File: src/rtl/mc_controller.sv
// Multi-cycle MIPS control FSM: sequences FETCH/DCD/EXE/MEM/WB and drives datapath selects/enables.
// Optional retired-instruction counter enabled by defining INSTRET_CNT_EN.
module mc_controller #(
    parameter int MEM_TIMEOUT = 15,
    parameter int CNT_W       = 32
) (
    input  logic             clk,
    input  logic             reset,
    input  logic [31:0]      instr,
    input  logic             zero,
    input  logic             gtz,
    input  logic             dm_ack,
    output logic             PC_Write,
    output logic             IR_Write,
    output logic [1:0]       NPCOp,
    output logic [1:0]       RegDst,
    output logic             AluSrc,
    output logic [1:0]       MemToReg,
    output logic             GPR_Write,
    output logic             DM_Write,
    output logic             dm_req,
    output logic             SignExt,
    output logic             LuiExt,
    output logic [2:0]       ALUOp,
    output logic [2:0]       state,
    output logic             illegal,
    output logic             mem_err,
    output logic [CNT_W-1:0] instret
);

    typedef enum logic [2:0] {
        S_FETCH = 3'd0,
        S_DCD   = 3'd1,
        S_EXE   = 3'd2,
        S_MEM   = 3'd3,
        S_WB    = 3'd4
    } state_t;

    localparam logic [7:0] TO_LAST = 8'(MEM_TIMEOUT - 1);

    state_t      r_state;
    state_t      w_next;
    logic [7:0]  r_wait;

    logic [5:0]  w_op;
    logic [5:0]  w_funct;
    logic        w_addu, w_subu, w_jr, w_ori, w_lui, w_lw, w_sw, w_beq, w_bgtz, w_jal;
    logic        w_rtype, w_legal, w_timeout;
    logic        w_unused;

    logic        w_pc_write, w_ir_write, w_gpr_write, w_dm_write, w_dm_req;
    logic        w_illegal, w_mem_err;

    assign w_op     = instr[31:26];
    assign w_funct  = instr[5:0];
    assign w_unused = ^instr[25:6];

    assign w_addu  = (w_op == 6'h00) && (w_funct == 6'h21);
    assign w_subu  = (w_op == 6'h00) && (w_funct == 6'h23);
    assign w_jr    = (w_op == 6'h00) && (w_funct == 6'h08);
    assign w_ori   = (w_op == 6'h0d);
    assign w_lui   = (w_op == 6'h0f);
    assign w_lw    = (w_op == 6'h23);
    assign w_sw    = (w_op == 6'h2b);
    assign w_beq   = (w_op == 6'h04);
    assign w_bgtz  = (w_op == 6'h07);
    assign w_jal   = (w_op == 6'h03);
    assign w_rtype = w_addu | w_subu;
    assign w_legal = w_rtype | w_jr | w_ori | w_lui | w_lw | w_sw | w_beq | w_bgtz | w_jal;

    // Ack in the last allowed cycle takes priority over the abort.
    assign w_timeout = (r_state == S_MEM) && (r_wait == TO_LAST) && !dm_ack;

    always_ff @(posedge clk or negedge reset) begin
        if (!reset) begin
            r_state <= S_FETCH;
        end else begin
            r_state <= w_next;
        end
    end

    always_ff @(posedge clk or negedge reset) begin
        if (!reset) begin
            r_wait <= 8'd0;
        end else if ((r_state == S_MEM) && (w_next == S_MEM)) begin
            r_wait <= r_wait + 8'd1;
        end else begin
            r_wait <= 8'd0;
        end
    end

    always_comb begin
        w_next = r_state;
        case (r_state)
            S_FETCH: w_next = S_DCD;
            S_DCD: begin
                if (w_jal || w_jr || !w_legal) w_next = S_FETCH;
                else                           w_next = S_EXE;
            end
            S_EXE: begin
                if (w_beq || w_bgtz)   w_next = S_FETCH;
                else if (w_lw || w_sw) w_next = S_MEM;
                else                   w_next = S_WB;
            end
            S_MEM: begin
                if (dm_ack)         w_next = w_lw ? S_WB : S_FETCH;
                else if (w_timeout) w_next = S_FETCH;
                else                w_next = S_MEM;
            end
            S_WB:    w_next = S_FETCH;
            default: w_next = S_FETCH;
        endcase
    end

    always_comb begin
        w_pc_write  = 1'b0;
        w_ir_write  = 1'b0;
        w_gpr_write = 1'b0;
        w_dm_write  = 1'b0;
        w_dm_req    = 1'b0;
        w_illegal   = 1'b0;
        w_mem_err   = 1'b0;
        NPCOp       = 2'b00;
        RegDst      = 2'b00;
        MemToReg    = 2'b00;
        AluSrc      = 1'b0;
        SignExt     = 1'b0;
        LuiExt      = 1'b0;
        ALUOp       = 3'b000;

        // ALU and extension selects held steady for the whole EXE..WB span.
        if ((r_state == S_EXE) || (r_state == S_MEM) || (r_state == S_WB)) begin
            if (w_subu || w_beq) ALUOp = 3'b001;
            if (w_ori || w_lui) begin
                ALUOp  = 3'b010;
                AluSrc = 1'b1;
            end
            if (w_lui) LuiExt = 1'b1;
            if (w_lw || w_sw) begin
                AluSrc  = 1'b1;
                SignExt = 1'b1;
            end
            if (w_beq || w_bgtz) SignExt = 1'b1;
        end

        case (r_state)
            S_FETCH: begin
                w_ir_write = 1'b1;
                w_pc_write = 1'b1;
            end
            S_DCD: begin
                if (w_jal) begin
                    w_gpr_write = 1'b1;
                    RegDst      = 2'b10;
                    MemToReg    = 2'b10;
                    w_pc_write  = 1'b1;
                    NPCOp       = 2'b10;
                end else if (w_jr) begin
                    w_pc_write = 1'b1;
                    NPCOp      = 2'b11;
                end else if (!w_legal) begin
                    w_illegal = 1'b1;
                end
            end
            S_EXE: begin
                if (w_beq) begin
                    w_pc_write = zero;
                    NPCOp      = 2'b01;
                end else if (w_bgtz) begin
                    w_pc_write = gtz;
                    NPCOp      = 2'b01;
                end
            end
            S_MEM: begin
                w_dm_req   = 1'b1;
                w_dm_write = w_sw;
                w_mem_err  = w_timeout;
            end
            S_WB: begin
                w_gpr_write = 1'b1;
                if (w_rtype) RegDst = 2'b01;
                if (w_lw)    MemToReg = 2'b01;
            end
            default: ;
        endcase
    end

    assign PC_Write  = w_pc_write  & reset;
    assign IR_Write  = w_ir_write  & reset;
    assign GPR_Write = w_gpr_write & reset;
    assign DM_Write  = w_dm_write  & reset;
    assign dm_req    = w_dm_req    & reset;
    assign illegal   = w_illegal   & reset;
    assign mem_err   = w_mem_err   & reset;
    assign state     = r_state;

`ifdef INSTRET_CNT_EN
    logic             w_retire;
    logic [CNT_W-1:0] r_instret;

    assign w_retire = ((r_state == S_DCD) && (w_jal || w_jr))
                   || ((r_state == S_EXE) && (w_beq || w_bgtz))
                   || ((r_state == S_MEM) && w_sw && dm_ack)
                   ||  (r_state == S_WB);

    always_ff @(posedge clk or negedge reset) begin
        if (!reset) begin
            r_instret <= '0;
        end else if (w_retire) begin
            r_instret <= r_instret + CNT_W'(1);
        end
    end

    assign instret = r_instret;
`else
    assign instret = '0;
`endif

endmodule
File: config.mk
export PLATFORM = sky130hd
export DESIGN_NAME = mc_controller
export DESIGN_NICKNAME = d
export VERILOG_FILES = /design/src/rtl/mc_controller.sv
export SDC_FILE = /design/constraint.sdc
export NUM_CORES = 1
export LEC_CHECK = 0
export CAP_MARGIN = 0
export CORE_AREA = 3 3 61 63
export CTS_CLUSTER_SIZE = 40
export DETAILED_ROUTE_END_ITERATION = 12
export DIE_AREA = 0 0 64 66
export GPL_TIMING_DRIVEN = 0
export PLACE_DENSITY = 0.84
export SYNTH_ARGS = -nofsm -noshare
export SYNTH_HDL_FRONTEND = slang
export SYNTH_SLANG_ARGS = --single-unit
export TNS_END_PERCENT = 20
File: constraint.sdc
create_clock -name clk -period 4.8 [get_ports clk]
set_input_delay 0.96 -clock clk [delete_from_list [all_inputs] [get_ports clk]]
set_output_delay 0.96 -clock clk [all_outputs]
set_load 0.01 [all_outputs]
# Yosys cells after proc, flatten, opt, wreduce, memory -nomap -nowiden
# Index checks and enable logic that the tools add are counted.
[op_classes]
muxes = 44
n_addsub = 1
n_reduce_logical = 18
bitwise_logic = 16
eq_ne = 16
[ops]
columns = ["op", "count"]
rows = [
  ["$mux W1", 26],
  ["$eq A6 B6 Y1 const B", 4],
  ["$eq A6 B4 Y1 const B", 3],
  ["$mux W3", 6],
  ["$eq A6 B3 Y1 const B", 2],
  ["$pmux W2 S2", 3],
  ["$pmux W3 S4", 1],
  ["$mux W2", 5],
  ["$eq A3 B2 Y1 const B", 3],
  ["$or A1 B1 Y1", 9],
  ["$add A8 B1 Y8 const B", 1],
  ["$eq A8 B4 Y1 const B", 1],
  ["$logic_or A1 B1 Y1", 8],
  ["$mux W8", 1],
  ["$and A1 B1 Y1", 7],
  ["$eq A6 B2 Y1 const B", 1],
  ["$logic_and A1 B1 Y1", 6],
  ["$logic_not A6 Y1", 1],
  ["$eq A3 B1 Y1 const B", 1],
  ["$eq A3 B3 Y1 const B", 1],
  ["$logic_not A3 Y1", 1],
  ["$pmux W1 S3", 1],
  ["$logic_not A1 Y1", 2],
  ["$pmux W1 S2", 1],
]
[word_totals]
word_cells = 97
out_inout_bits = 54
input_bits = 37
register_bits = 11

# Longest topological paths before layout
# Gate-level depths: netlist of the first run.
[logic_depth]
depth_word = 18
depth_mapped = 6
ltp_nobuf = 6

# Worst setup path before layout of the first run
# No wires, ideal clock.
[synth_path]
kind = "input -> output"
from = "input instr[26]"
to = "output PC_Write"
setup_slack_ns = 1.875
t_arrival_ns = 1.965
t_required_ns = 3.840
n_path_buf = 1
cell_stages = 5
cell_sequence = "buf_2 > nor4_1 > a21oi_1 > nor2_1 > o311a_1"
[synth_via]
elab_chain_len = 6
word_cells_on_any_way = 11
classes_between = "eq/ne: 3; mux: 5; bitwise: 1; reduce/logical: 2"
[synth_rtl]
columns = ["element", "line", "source"]
rows = [
  ["start, declared", "9", "input logic [31:0] instr,"],
  ["$logic_not A6 Y1", "60", "assign w_jr = (w_op == 6'h00) && (w_funct == 6'h08);"],
  ["$logic_and A1 B1 Y1", "60", ""],
  ["$mux W1", "158", "end else if (w_jr) begin"],
  ["$mux W1", "152", "if (w_jal) begin"],
  ["$pmux W1 S3 *", "146", "case (r_state)"],
  ["$and A1 B1 Y1 *", "188", "assign PC_Write = w_pc_write & reset;"],
  ["end, declared", "13", "output logic PC_Write,"],
]
# Mark *: on every way between the ends. The rest lies on a longest branch, timed or not.

# Worst setup path after layout of the first run
[layout_path]
from = "input instr[29]"
to = "output ALUOp[0]"
[layout_via]
elab_chain_len = 6
word_cells_on_any_way = 10
classes_between = "eq/ne: 3; mux: 3; reduce/logical: 4"
[layout_rtl]
columns = ["element", "line", "source"]
rows = [
  ["$logic_not A6 Y1", "59", "assign w_subu = (w_op == 6'h00) && (w_funct == 6'h23);"],
  ["$logic_and A1 B1 Y1", "59", ""],
  ["$logic_or A1 B1 Y1", "133", "if (w_subu || w_beq) ALUOp = 3'b001;"],
  ["$mux W1", "133", ""],
  ["$mux W3 *", "134", "if (w_ori || w_lui) begin"],
  ["$mux W3 *", "132", "if ((r_state == S_EXE) || (r_state == S_MEM) || (r_state == S_WB)) begin"],
  ["end, declared", "24", "output logic [2:0] ALUOp,"],
]
# Marks and branches as above.

==> impl_metrics.env, run 1 <==
export IMPL_num_rows=21
export IMPL_drtIter0Drc=33
export IMPL_arrival_ns=3.20
export IMPL_cts_max_level=1
export IMPL_hold_class="reg -> reg"
export IMPL_num_antenna_cells=0
export IMPL_syn_inst=143
export IMPL_finalCritPeriodShare=0.8662
export IMPL_overflow=0
export IMPL_root_buffer="clkbuf_4"
export IMPL_cp_required_ns=3.84
export IMPL_reg2reg_depth=6
export IMPL_synth_seq_cells=11
export IMPL_die_h_um=66
export IMPL_dpl_hpwl_um=2229
export IMPL_netlist_area_leader_share=0.2389
export IMPL_ios=91
export IMPL_power_total_mw=0.3287
export IMPL_max_freq_mhz=240.5
export IMPL_worstHoldPathCells=1
export IMPL_maxCapViolCount=0
export IMPL_cts_buffers=3
export IMPL_drc_errors=0
export IMPL_clock_sinks=11
export IMPL_powerDensity_nw_per_um2=191.5
export IMPL_hold_viol=0
export IMPL_synthArstFlopShare=1.000
export IMPL_fin_skew_ns=0.006196
export IMPL_cpMaxStageDelayCell="nor4_1"
export IMPL_tns_ns=0
export IMPL_leakagePower_nw=0.7737
export IMPL_drv_slew=0
export IMPL_finalCriticalPeriod_ns=4.158
export IMPL_cts_setup_buffers=0
export IMPL_clk_pin_slew_worst_paths_ns=0.07
export IMPL_antenna_found_initial=0
export IMPL_io_buffers=36
export IMPL_crit_path_start_kind="input pin"
export IMPL_cp_max_fo=8
export IMPL_dieArea_um2=4224
export IMPL_synth_area_leaders="dfrtp_1 (24%), buf_4 (22%), nor2_1 (5.2%)"
export IMPL_initial_utilization=0.3509
export IMPL_ctsHoldBuffers=0
export IMPL_coreArea_um2=3284
export IMPL_final_antenna_net_count=0
export IMPL_synth_top_area_cell="dfrtp_1"
export IMPL_track_usage=0.1246
export IMPL_grt_pass1_vias=986
export IMPL_post_cts_resized=0
export IMPL_clockBufferDepth=2
export IMPL_ys_flop_type="dfrtp_1"
export IMPL_drive_gt1_frac=0.2140
export IMPL_yosysSeqAreaShare=0.2389
export IMPL_rsz0062_at_grt="no"
export IMPL_place_gp_congestion=0.8634
export IMPL_vias=1144
export IMPL_path_common_cell="clkdlybuf4s50_1"
export IMPL_synth_area_um2=1152
export IMPL_worstSetupPathType="in -> out"
export IMPL_post_drt_wl_per_cell_um=10.41
export IMPL_grt_max_degree=16
export IMPL_tightest_slew_ns=0.6344
export IMPL_synth_edf_count=0
export IMPL_worstSkewPairLatency_ns=0.26
export IMPL_syn2layout_area_growth_pct=48.97
export IMPL_first_pass_iters=4
export IMPL_cts_tree="yes"
export IMPL_vdd_drop_max_mv=0.09470
export IMPL_viasPerCell=4.383
export IMPL_hold_ws_ns=0.5325
export IMPL_synthDistinctLibCells=41
export IMPL_setup_viol=0
export IMPL_path_cells="clkdlybuf4s50_1, nor4_1, and3_1, a21oi_1, nor3_1, clkdlybuf4s50_1"
export IMPL_cp_end_kind="output port"
export IMPL_grt_pass1_wl_um=4215
export IMPL_die_w_um=64
export IMPL_synth_warnings=0
export IMPL_avgSynthCellArea_um2=8.058
export IMPL_slowest_delay_ns=0.59
export IMPL_fin_nets=255
export IMPL_fillers=317
export IMPL_max_slew_margin=0.5757
export IMPL_drt_total_wl_um=2718
export IMPL_status="completed"
-- cells in the mapped netlist (4+ instances only) --
cell type  instances
buf_4             34
nor2_1            16
and3_1             4
dfrtp_1           11
nand3_1            4
xor2_1             5
nand2_1            8
nor3_1             7
a21oi_1            5
nand4_1            4
-- layout make-up --
| cell class | instances | area, um2 | area share |
|---|---|---|---|
| Multi-Input combinational cell | 122 | 709.4 | 0.4133 |
| Sequential cell | 11 | 275.3 | 0.1603 |
| Timing Repair Buffer | 36 | 360.3 | 0.2099 |
| Inverter | 3 | 11.26 | 0.006560 |
| Clock buffer | 4 | 26.28 | 0.01531 |
| Tap cell | 46 | 57.56 | 0.03353 |
| Buffer | 39 | 276.5 | 0.1611 |
-- registers in the layout (all words and copies together) (netlist names) --
name	flops
r_wait	8
state	3
-- final timing paths --
check / start / end / slack (ns)
worst max register to register: r_wait[0] / state[1] / 2.97
worst max-delay path: instr[29] / ALUOp[0] / 0.64
worst min-delay path: r_wait[0] / r_wait[0] / 0.53
min in group asynchronous: reset / r_wait[5] / 1.08
max in group asynchronous: reset / r_wait[0] / 3.30
worst min register to register: r_wait[0] / r_wait[0] / 0.53
-- critical path: cells and delay by family --
| kind | cells | cell delay, ns |
|---|---|---|
| AOI/OAI and AO/OA | 1 | 0.09 |
| buffers and inverters | 2 | 1.10 |
| and+or+nand+nor | 3 | 1.04 |
-- through the flow --
step                  util  instance area, um2  instances  worst slack (ns)
floorplan                -                1272        175             1.875
global placement    0.5147                1690        257            0.6776
detailed placement  0.5147                1690        257            0.6628
CTS                 0.5227                1717        261            0.6546
global route        0.5227                1717        261            0.5397
finish              0.5227                1717        261            0.6422
-- layer usage --
| metal | part of all wire | track usage |
|---|---|---|
| met1 | 0.43 | 0.1526 |
| met2 | 0.48 | 0.1961 |
| met3 | 0.078 | 0.03231 |
| met4 | 0.011 | 0.07278 |
| met5 | 0 | 0 |
-- kinds of logic (layout without fill, tap and decap cells) --
kind of cell | after synthesis | in the layout | share of synthesized area
adders and majority gates | 2 | 2 | 0.02171
other | 1 | 33 | 0.003254
buffers and inverters | 42 | 82 | 0.2497
and+or+nand+nor | 64 | 64 | 0.3181
DFF | 11 | 11 | 0.2389
AOI/OAI and AO/OA | 17 | 17 | 0.1227
xor gates and xnor gates | 6 | 6 | 0.04560
-- cells in the final DEF (no fill, tap or decap), types with 2 or more instances in the layout --
cell type,Yosys,layout
a21oi_1,5,5
and2_1,2,2
and3_1,4,4
buf_2,2,2
buf_4,34,34
clkbuf_1,3,4
clkbuf_4,0,3
clkdlybuf4s50_1,0,36
conb_1,1,33
dfrtp_1,11,11
ha_1,2,2
inv_1,3,3
nand2_1,8,8
nand3_1,4,4
nand4_1,4,4
nand4b_1,2,2
nor2_1,16,16
nor2b_1,2,2
nor3_1,7,7
nor3b_1,3,3
nor4_1,3,3
o21ai_0,2,2
xor2_1,5,5
-- where the power goes --
part	internal, mW	switching, mW	total [mW]
clock	0.0321	0.0303	0.0624
combinational	0.0798	0.0797	0.160
sequential	0.0990	0.00778	0.107
total	0.211	0.118	0.329
No activity file was read; power rests on OpenSTA's default activity.
==> run 2, diff against run 1 <==
--- a/config.mk
+++ b/config.mk
@@ -7,6 +7,7 @@
 export LEC_CHECK = 0
 export CAP_MARGIN = 0
 export CORE_AREA = 3 3 61 63
+export CTS_CLUSTER_DIAMETER = 50
 export CTS_CLUSTER_SIZE = 40
 export DETAILED_ROUTE_END_ITERATION = 12
 export DIE_AREA = 0 0 64 66
==> results of run 2 <==
Same layout as run 1: the final DEF is identical, and so are final timing and power.
